**config.mk**
```make
export PLATFORM = sky130hd
export DESIGN_NAME = issue_controller
export DESIGN_NICKNAME = d
export VERILOG_FILES = /design/src/rtl/issue_controller.sv
export SDC_FILE = /design/constraint.sdc
export NUM_CORES = 1
export LEC_CHECK = 0
export ABC_AREA = 1
export CAP_MARGIN = 20
export CORE_UTILIZATION = 40
export DETAILED_ROUTE_END_ITERATION = 10
export HOLD_SLACK_MARGIN = 0.06
export PLACE_DENSITY = 0.69
export SETUP_SLACK_MARGIN = 0.02
export SYNTH_ARGS = -nofsm -noshare
export SYNTH_HDL_FRONTEND = slang
export SYNTH_SLANG_ARGS = --single-unit
```
**constraint.sdc**
```tcl
create_clock -name clk -period 2.5 [get_ports clk]
set_clock_uncertainty 0.15 [all_clocks]
set_input_delay 0.5 -clock clk [delete_from_list [all_inputs] [get_ports clk]]
set_output_delay 0.5 -clock clk [all_outputs]
set_load 0.02 [all_outputs]
```
**src/rtl/issue_controller.sv**
```systemverilog
// Issue/hazard controller between decode and execute.
// Accepts one decoded micro-op per cycle. It stalls the op on RAW/WAW hazards
// against outstanding long-latency results (loads, CSR reads). It also caps
// the number of outstanding load/store ops and serialises CSR ops.
//
// Handshake: a micro-op moves only in a cycle where dec_valid and dec_ready
// are both high. dec_ready may depend on dec_valid's payload but never on
// dec_valid itself. issue_fire additionally requires that no flush kills the
// decode slot in that cycle.
module issue_controller #(
  parameter int MAX_LDST = 2,
  parameter int CNT_W    = 3
) (
  input  logic             clk,
  input  logic             reset,
  input  logic             dec_valid,
  output logic             dec_ready,
  input  logic [4:0]       dec_rs1_addr,
  input  logic             dec_rs1_used,
  input  logic [4:0]       dec_rs2_addr,
  input  logic             dec_rs2_used,
  input  logic [4:0]       dec_rd_addr,
  input  logic             dec_rd_en,
  input  logic             dec_ld_st_en,
  input  logic             dec_csr_en,
  input  logic             flush,
  output logic             issue_fire,
  input  logic             lsu_done,
  input  logic             csr_done,
  input  logic             wb_valid,
  input  logic [4:0]       wb_rd_addr,
  output logic [31:0]      pending,
  output logic [CNT_W-1:0] ldst_cnt,
  output logic             busy
);

  // RUN: normal issue. DRAIN: CSR op waits for the pipe to empty.
  // CSR_WAIT: CSR op in flight; nothing else issues until it completes.
  typedef enum logic [1:0] {
    ST_RUN      = 2'd0,
    ST_DRAIN    = 2'd1,
    ST_CSR_WAIT = 2'd2
  } state_e;

  state_e           state_q, state_d;
  logic [31:0]      pending_q, pending_d;
  logic [CNT_W-1:0] ldst_cnt_q, ldst_cnt_d;
  logic             busy_q, busy_d;

  logic hazard;
  logic ldst_full;
  logic ldst_inc;
  logic ldst_dec;

  // Hazard detection against registered scoreboard only (no write-back bypass).
  always_comb begin
    hazard    = (dec_rs1_used && (dec_rs1_addr != 5'd0) && pending_q[dec_rs1_addr]) ||
                (dec_rs2_used && (dec_rs2_addr != 5'd0) && pending_q[dec_rs2_addr]) ||
                (dec_rd_en    && (dec_rd_addr  != 5'd0) && pending_q[dec_rd_addr]);
    ldst_full = dec_ld_st_en && (ldst_cnt_q == CNT_W'(MAX_LDST));
  end

  // FSM next state and the ready decision for the current decode slot.
  always_comb begin
    state_d   = state_q;
    dec_ready = 1'b0;
    case (state_q)
      ST_RUN: begin
        dec_ready = !hazard && !ldst_full && !dec_csr_en;
        if (dec_valid && dec_csr_en && !flush) state_d = ST_DRAIN;
      end
      ST_DRAIN: begin
        dec_ready = (pending_q == 32'd0) && (ldst_cnt_q == '0);
        if (flush)                       state_d = ST_RUN;
        else if (dec_valid && dec_ready) state_d = ST_CSR_WAIT;
      end
      ST_CSR_WAIT: begin
        // The CSR op is already committed, so flush has no effect here.
        dec_ready = 1'b0;
        if (csr_done) state_d = ST_RUN;
      end
      default: begin
        dec_ready = 1'b0;
        state_d   = ST_RUN;
      end
    endcase
    busy_d = (state_d != ST_RUN);
  end

  assign issue_fire = dec_valid && dec_ready && !flush;

  // Scoreboard and outstanding load/store counter updates.
  always_comb begin
    pending_d = pending_q;
    if (wb_valid) pending_d[wb_rd_addr] = 1'b0;
    // A set applied after the clear lets a same-cycle set win.
    if (issue_fire && dec_rd_en && (dec_rd_addr != 5'd0) && (dec_ld_st_en || dec_csr_en))
      pending_d[dec_rd_addr] = 1'b1;
    pending_d[0] = 1'b0;

    ldst_inc = issue_fire && dec_ld_st_en;
    // A completion with nothing outstanding is dropped (saturate at zero).
    ldst_dec = lsu_done && (ldst_cnt_q != '0);
    case ({ldst_inc, ldst_dec})
      2'b10:   ldst_cnt_d = ldst_cnt_q + CNT_W'(1);
      2'b01:   ldst_cnt_d = ldst_cnt_q - CNT_W'(1);
      default: ldst_cnt_d = ldst_cnt_q;
    endcase
  end

  // Single state register for FSM, scoreboard, counter and registered busy.
  always_ff @(posedge clk) begin
    if (reset) begin
      state_q    <= ST_RUN;
      pending_q  <= 32'd0;
      ldst_cnt_q <= '0;
      busy_q     <= 1'b0;
    end else begin
      state_q    <= state_d;
      pending_q  <= pending_d;
      ldst_cnt_q <= ldst_cnt_d;
      busy_q     <= busy_d;
    end
  end

  assign pending  = pending_q;
  assign ldst_cnt = ldst_cnt_q;
  assign busy     = busy_q;

  // A load/store completion must never arrive with nothing outstanding.
  lsu_underflow_a: assert property (@(posedge clk) disable iff (reset)
    !(lsu_done && (ldst_cnt_q == '0)))
    else $error("lsu_done received with no outstanding load/store");

endmodule

```
### Word level (Yosys, flattened, before mapping)

Cells that the tools add are included.

| cells by class | value |
|---|---|
| add/subtract/negate cells | 2 |
| magnitude comparators | 6 |
| eq/ne operators | 5 |
| multiplexer cells | 19 |
| bitwise operators | 3 |
| reduce and logical (&&, ||, !) cells | 38 |

Operators by type and width:

| operator | count |
|---|---|
| two-way mux 32 bit | 2 |
| AND 32 bit | 1 |
| zero test 32 bit | 1 |
| inverter 32 bit | 1 |
| OR 32 bit | 1 |
| less-than comparator 5 x 6 -> 1 bit, second input constant | 4 |
| logical AND 1 bit | 22 |
| binary-select mux 1 bit (select 5 bit) | 3 |
| nonzero test 5 bit | 3 |
| demux 1 bit (select 5 bit) | 2 |
| >= comparator 5 x 1 -> 1 bit, second input constant | 2 |
| two-way mux 2 bit | 4 |
| case mux 2 bit (3 select lines) | 1 |
| case mux 3 bit (2 select lines) | 1 |
| two-way mux 1 bit | 5 |
| equality test 2 x 1 -> 1 bit, second input constant | 2 |
| equality test 2 bit, second input constant | 2 |
| zero test 1 bit | 4 |
| nonzero test 2 bit | 2 |
| adder 3 x 1 -> 3 bit, second input constant | 1 |
| equality test 3 x 2 -> 1 bit, second input constant | 1 |
| zero test 3 bit | 1 |
| logical OR 1 bit | 3 |
| nonzero test 3 bit | 1 |
| 3 further kinds | 3 |

| storage, ports and cells | value |
|---|---|
| register bits after elaboration | 38 |
| input port bits | 32 |
| output and inout port bits | 38 |
| logic and storage cells | 78 |

### Longest topological paths before layout

| depth | value |
|---|---|
| word-level depth | 15 |
| depth in mapped cells | 22 |
| depth with buffers taken out | 20 |

### Least setup slack after synthesis

No wires, ideal clock.

| timing | value |
|---|---|
| path kind | in2reg |
| start point | input port dec_rd_addr[0] |
| end point | register ldst_cnt_q[1] (netlist: ldst_cnt[1]) |
| library setup time | 70 ps |
| arrival time | 2723 ps |
| data required time | 2280 ps |
| slack | -443 ps |
| stages on the path | 18 |
| path buffers | 2 |
| path through | buf_6 inv_4 buf_6 nor2_1 nand2_1 nand3_1 nand2_1 nand2_1 nor2_1 nand2_1 a21oi_2 nand3_2 a21oi_1 nand2_1 ha_1 inv_1 fa_1 a21oi_1 |

| between the ends | value |
|---|---|
| longest elaborated chain between the ends | 13 |
| elaborated cells between the ends (all ways) | 17 |
| classes of those cells | 2 x eq/ne; 4 x mux; 11 x reduce/logical |

RTL lines:

| element | RTL line | text |
|---|---|---|
| start, declared | 22 | `input logic [4:0] dec_rd_addr,` |
| binary-select mux 1 bit (select 5 bit) or nonzero test 5 bit (tied branches) | 59 | `(dec_rd_en && (dec_rd_addr != 5'd0) && pending_q[dec_rd_addr]);` |
| two-way mux 1 bit (not written as such) or logical AND 1 bit (tied branches) | 59 |  |
| logical AND 1 bit * | 59 |  |
| logical OR 1 bit * | 58 | `(dec_rs2_used && (dec_rs2_addr != 5'd0) && pending_q[dec_rs2_addr]) \|\|` |
| zero test 1 bit * | 69 | `dec_ready = !hazard && !ldst_full && !dec_csr_en;` |
| logical AND 1 bit * (2 in a row) | 69 |  |
| case mux 1 bit (2 select lines) * | 67 | `case (state_q)` |
| logical AND 1 bit * (2 in a row) | 90 | `assign issue_fire = dec_valid && dec_ready && !flush;` |
| named net issue_fire | 27 | `output logic issue_fire,` |
| logical AND 1 bit * | 101 | `ldst_inc = issue_fire && dec_ld_st_en;` |
| equality test 2 x 1 -> 1 bit or equality test 2 bit (tied branches) | 104 | `case ({ldst_inc, ldst_dec})` |
| case mux 3 bit (2 select lines) or nonzero test 2 bit (tied branches) | n/a |  |
| end signal, assigned | 121 | `ldst_cnt_q <= ldst_cnt_d;` |
| end, declared | 47 | `logic [CNT_W-1:0] ldst_cnt_q, ldst_cnt_d;` |

Mark *: on every way through the listed nets, which the timed path passes. The rest lies on a longest branch. The select of a mux whose other input is x is not followed.
A chain may end at the register's enable or synchronous reset.

### Final worst setup path

| timing | value |
|---|---|
| start point | input port dec_rs2_addr[1] |
| end point | register ldst_cnt_q[2] (netlist: ldst_cnt[2]) |

| between the ends | value |
|---|---|
| longest elaborated chain between the ends | 14 |
| elaborated cells between the ends (all ways) | 18 |
| classes of those cells | 2 x eq/ne; 4 x mux; 12 x reduce/logical |

RTL lines:

| element | RTL line | text |
|---|---|---|
| start, declared | 20 | `input logic [4:0] dec_rs2_addr,` |
| binary-select mux 1 bit (select 5 bit) or nonzero test 5 bit (tied branches) | 58 |  |
| two-way mux 1 bit (not written as such) or logical AND 1 bit (tied branches) | 58 |  |
| logical AND 1 bit * | 58 |  |
| logical OR 1 bit * | 57 | `hazard = (dec_rs1_used && (dec_rs1_addr != 5'd0) && pending_q[dec_rs1_addr]) \|\|` |
| logical OR 1 bit * | 58 |  |
| zero test 1 bit * | 69 |  |
| logical AND 1 bit * (2 in a row) | 69 |  |
| case mux 1 bit (2 select lines) * | 67 |  |
| logical AND 1 bit * (2 in a row) | 90 |  |
| logical AND 1 bit * | 101 |  |
| equality test 2 x 1 -> 1 bit or equality test 2 bit (tied branches) | 104 |  |
| case mux 3 bit (2 select lines) or nonzero test 2 bit (tied branches) | n/a |  |

Every way passes the cells marked *; elsewhere a longest branch is shown, timed or not. The select of a mux whose other input is x is not followed.

==> summary.md <==
| Metric | Value |
|---|---|
| Status | finished, violations left |
| Failing checks | negative setup slack |
| Max Root-Sink Buffers | 2 |
| Antenna Nets Post-Route | 0 |
| Synth async-reset ratio | 0 |
| Final Net Count | slightly below 700 |
| Sum Neg Setup Slack | -560.8 ps |
| Unrepaired setup endpoints after global routing | yes |
| Placed cell count | 740 |
| Pwr Total | 0.001701 W |
| Crit. Startpoint | dec_rs2_addr[1] |
| Yosys warns | 0 |
| I/O Buffers | a little under 70 |
| CTS tree | yes |
| Core Rows | 31 |
| Initial Utilization | 0.4159 |
| Worst hold path stage count | 2 |
| Fillcell total | between 600 and 700 |
| DRC | 0 |
| Top cells by area, synth | dfxtp_1, nand2_1, a21oi_1, o21ai_0, inv_1 |
| Worst Hold Class | reg2reg |
| Clock power frac | 0.252 |
| Final cell count without fillers | between 700 and 800 |
| Die ar. | 7893 µm² |
| Switching Share | 0.3454 |
| Crit-path cells | clkdlybuf4s15_2 > buf_4 > o211ai_1 > nand2_1 > nand2_1 > nand2_1 > nor2_1 > nand2_1 > nand3_2 > nand3_4 > a21oi_4 > nand2_2 > ha_4 > inv_4 > fa_2 > a21oi_2 > o21ai_2 > o21ai_1 > a21oi_1 |
| Core Area | between 7000 and 8000 µm² |
| Max IR drop VDD | between 0.3 and 0.4 mV |
| Max cap viols | 0 |
| Crit path capture type | flip-flop |
| Final HPWL DP | 8.738 mm |
| Total Routed Length | about 12 mm |
| Worst hold path startpoint | state_q[1] |
| Hold buffer count at cts | 0 |
| Setup-failing EPs final | 4 |
| Number of global-route vias before repair | 3993 |
| Static Leak | roughly 2.1 nW |
| Largest net degree at the start of global routing | 32 |
| Setup WS pre-CTS | -1038 ps |
| Synth cell types | 31 |
| Average size of a mapped cell | 5.801 µm² |
| EDFF count, synth | 0 |
| All-Layer GR Usage | 0.3184 |
| Sequential share of power | 0.358 |
| Antenna cells | 0 |
| Starting DRT DRC Count | 301 |
| Critical path launch point type | input port |
| Syn Nets | between 500 and 600 |
| Clk_lat worst skew | about 290 ps |
| Htree depth | 2 |
| Main synth FF type | dfxtp_1 |
| Gate Count Post-Synth | 520 |
| WHS | ~370 ps |
| Wire per inst | 16.15 µm |
| Fin crit period | around 2700 ps |
| Gpl congestion | between 0.9 and 1 |
| Die span in x | just under 90 µm |
| Worst r2r src | pending[19] |
| Max incr delay on CP | about 360 ps |
| Data required time of the worst path | around 2500 ps |
| Final WS setup | -151.8 ps |
| Clk root buf | clkbuf_8 |
| Crit-path slowest cell | fa_2 |
| Worst path arrival time | approximately 2700 ps |
| Io pins | 70 |
| Period utilisation layout | 1.061 |
| Gr ovfl total | 0 |
| Post-synth top area cell | dfxtp_1 |
| Critical Path Fanout Max | 7 |
| Slew Viols, Final | 0 |
| R2R depth | 17 |
| Final hold vios | 0 |
| CTS Buf Count | 5 |
| Area growth syn-to-layout | 59.73% |
| Reg clk slew, reported paths | 80 ps |
| Post-synthesis sequential area ratio | 0.2455 |
| Fraction of layout cells with a size suffix above 1 | 0.2731 |
| Routed via count | approximately 4200 |
| Fmax | approximately 380 MHz |
| Reg-to-reg slack, setup | -120 ps |
| Synth Cell Area | 3017 µm² |
| Vias per cell | approximately 5.6 |
| Die height | between 80 and 90 µm |
| Crit Path Class | in2reg |
| Net Switching | slightly below 0.0006 W |
| Initial antenna violation count | 0 |
| Clock tree sinks | 37 |
| Logic pwr share | 0.390 |
| Most used cell, CP | nand2_1 |
| Pint | 0.001113 W |
| Drt pass-1 iters | 5 |
| First-pass GRT wire length | 19.09 mm |
| PD cells | around 350 nW/µm² |
| Post-synth top area share | 0.2455 |
| Seq cells post-synth | 37 |
power by group through the flow:
stage / clock (W) / combinational [W] / sequential [W]
floorplan: 0 / 0.000293 / 0.000646
global placement: 0 / 0.000539 / 0.000624
detailed placement: 0 / 0.000548 / 0.000625
CTS: 0.000432 / 0.000616 / 0.000610
global route: 0.000453 / 0.000715 / 0.000610
finish: 0.000429 / 0.000663 / 0.000609
per-layer routing:
metal,routed length (µm),global-route usage
met5,0,0
met4,521,0.1906
met3,788,0.04478
met2,5821,0.5245
met1,5111,0.3949
cell families (layout without fill, tap and decap cells):
| logic type | count (synthesis) | in the layout | synth area share |
|---|---|---|---|
| AND/OR/NAND/NOR | 269 | 269 | 0.3978 |
| buffers and inverters | 92 | 231 | 0.1315 |
| AO/OA/AOI/OAI | 119 | 119 | 0.2132 |
| other | 1 | 1 | 0.001243 |
| adder cells (fa/ha/maj) | 2 | 2 | 0.01078 |
| flip-flops | 37 | 37 | 0.2455 |
final cells by class:
cell class,count,area (µm²),area share
Sequential cell,37,760.7,0.1579
Inverter,66,260.3,0.05401
Timing Repair Buffer,158,1468,0.3046
Clock buffer,7,86.33,0.01792
Multi-Input combinational cell,391,2120,0.4399
Tap cell,99,123.9,0.02571
final timing paths:
check | to
worst max-delay path | ldst_cnt[2]
worst min-delay path | state_q[1]
worst max register to register | ldst_cnt[2]
worst min register to register | state_q[1]
synthesized netlist by cell type, types with 5 or more instances:
cell	number
nand2_1	120
buf_6	5
clkbuf_1	13
o211ai_1	15
inv_1	63
o21ai_0	49
nor3_1	13
a21oi_1	50
nor2_1	51
nand4_1	35
dfxtp_1	37
nand3_1	40
buf_2	6
state kept, by name, indices dropped and copies added, names as in the netlist:
register,flops
ldst_cnt,3
state_q,2
busy,1
pending,31
cell usage in the layout (no fill, tap or decap), drive strengths merged:
| cell type | n |
|---|---|
| a21boi | 1 |
| a21oi | 51 |
| and2 | 1 |
| buf | 100 |
| clkbuf | 8 |
| clkdlybuf4s15 | 3 |
| clkdlybuf4s50 | 52 |
| conb | 1 |
| dfxtp | 37 |
| dlygate4sd2 | 1 |
| dlymetal6s2s | 1 |
| fa | 1 |
| ha | 1 |
| inv | 66 |
| nand2 | 122 |
| nand3 | 41 |
| nand3b | 2 |
| nand4 | 35 |
| nor2 | 51 |
| nor3 | 13 |
| nor4 | 2 |
| o211ai | 15 |
| o21ai | 51 |
| o41ai | 1 |
| or2 | 2 |
through the flow:
stage               area [µm²]  utilization
floorplan                 3077            -
global placement          4344       0.5989
detailed placement        4344       0.5989
CTS                       4742       0.6538
global route              4818       0.6643
finish                    4818       0.6643
worst max-delay path, delay by kind of cell:
| kind | cells | cell delay (ps) |
|---|---|---|
| compound gates | 6 | 600 |
| fa+ha+maj | 2 | 500 |
| buf+inv | 3 | 420 |
| simple gates | 8 | 660 |
timing repair:
| item | 4_1_cts | 5_1_grt |
|---|---|---|
| setup endpoints to repair | 36 | 36 |
| pin swaps | 33 | 23 |
| setup buffers | 7 | 1 |
| cloned | 3 | 0 |
| resized for setup | 127 | 41 |
Power figures use the tool's default switching activity.
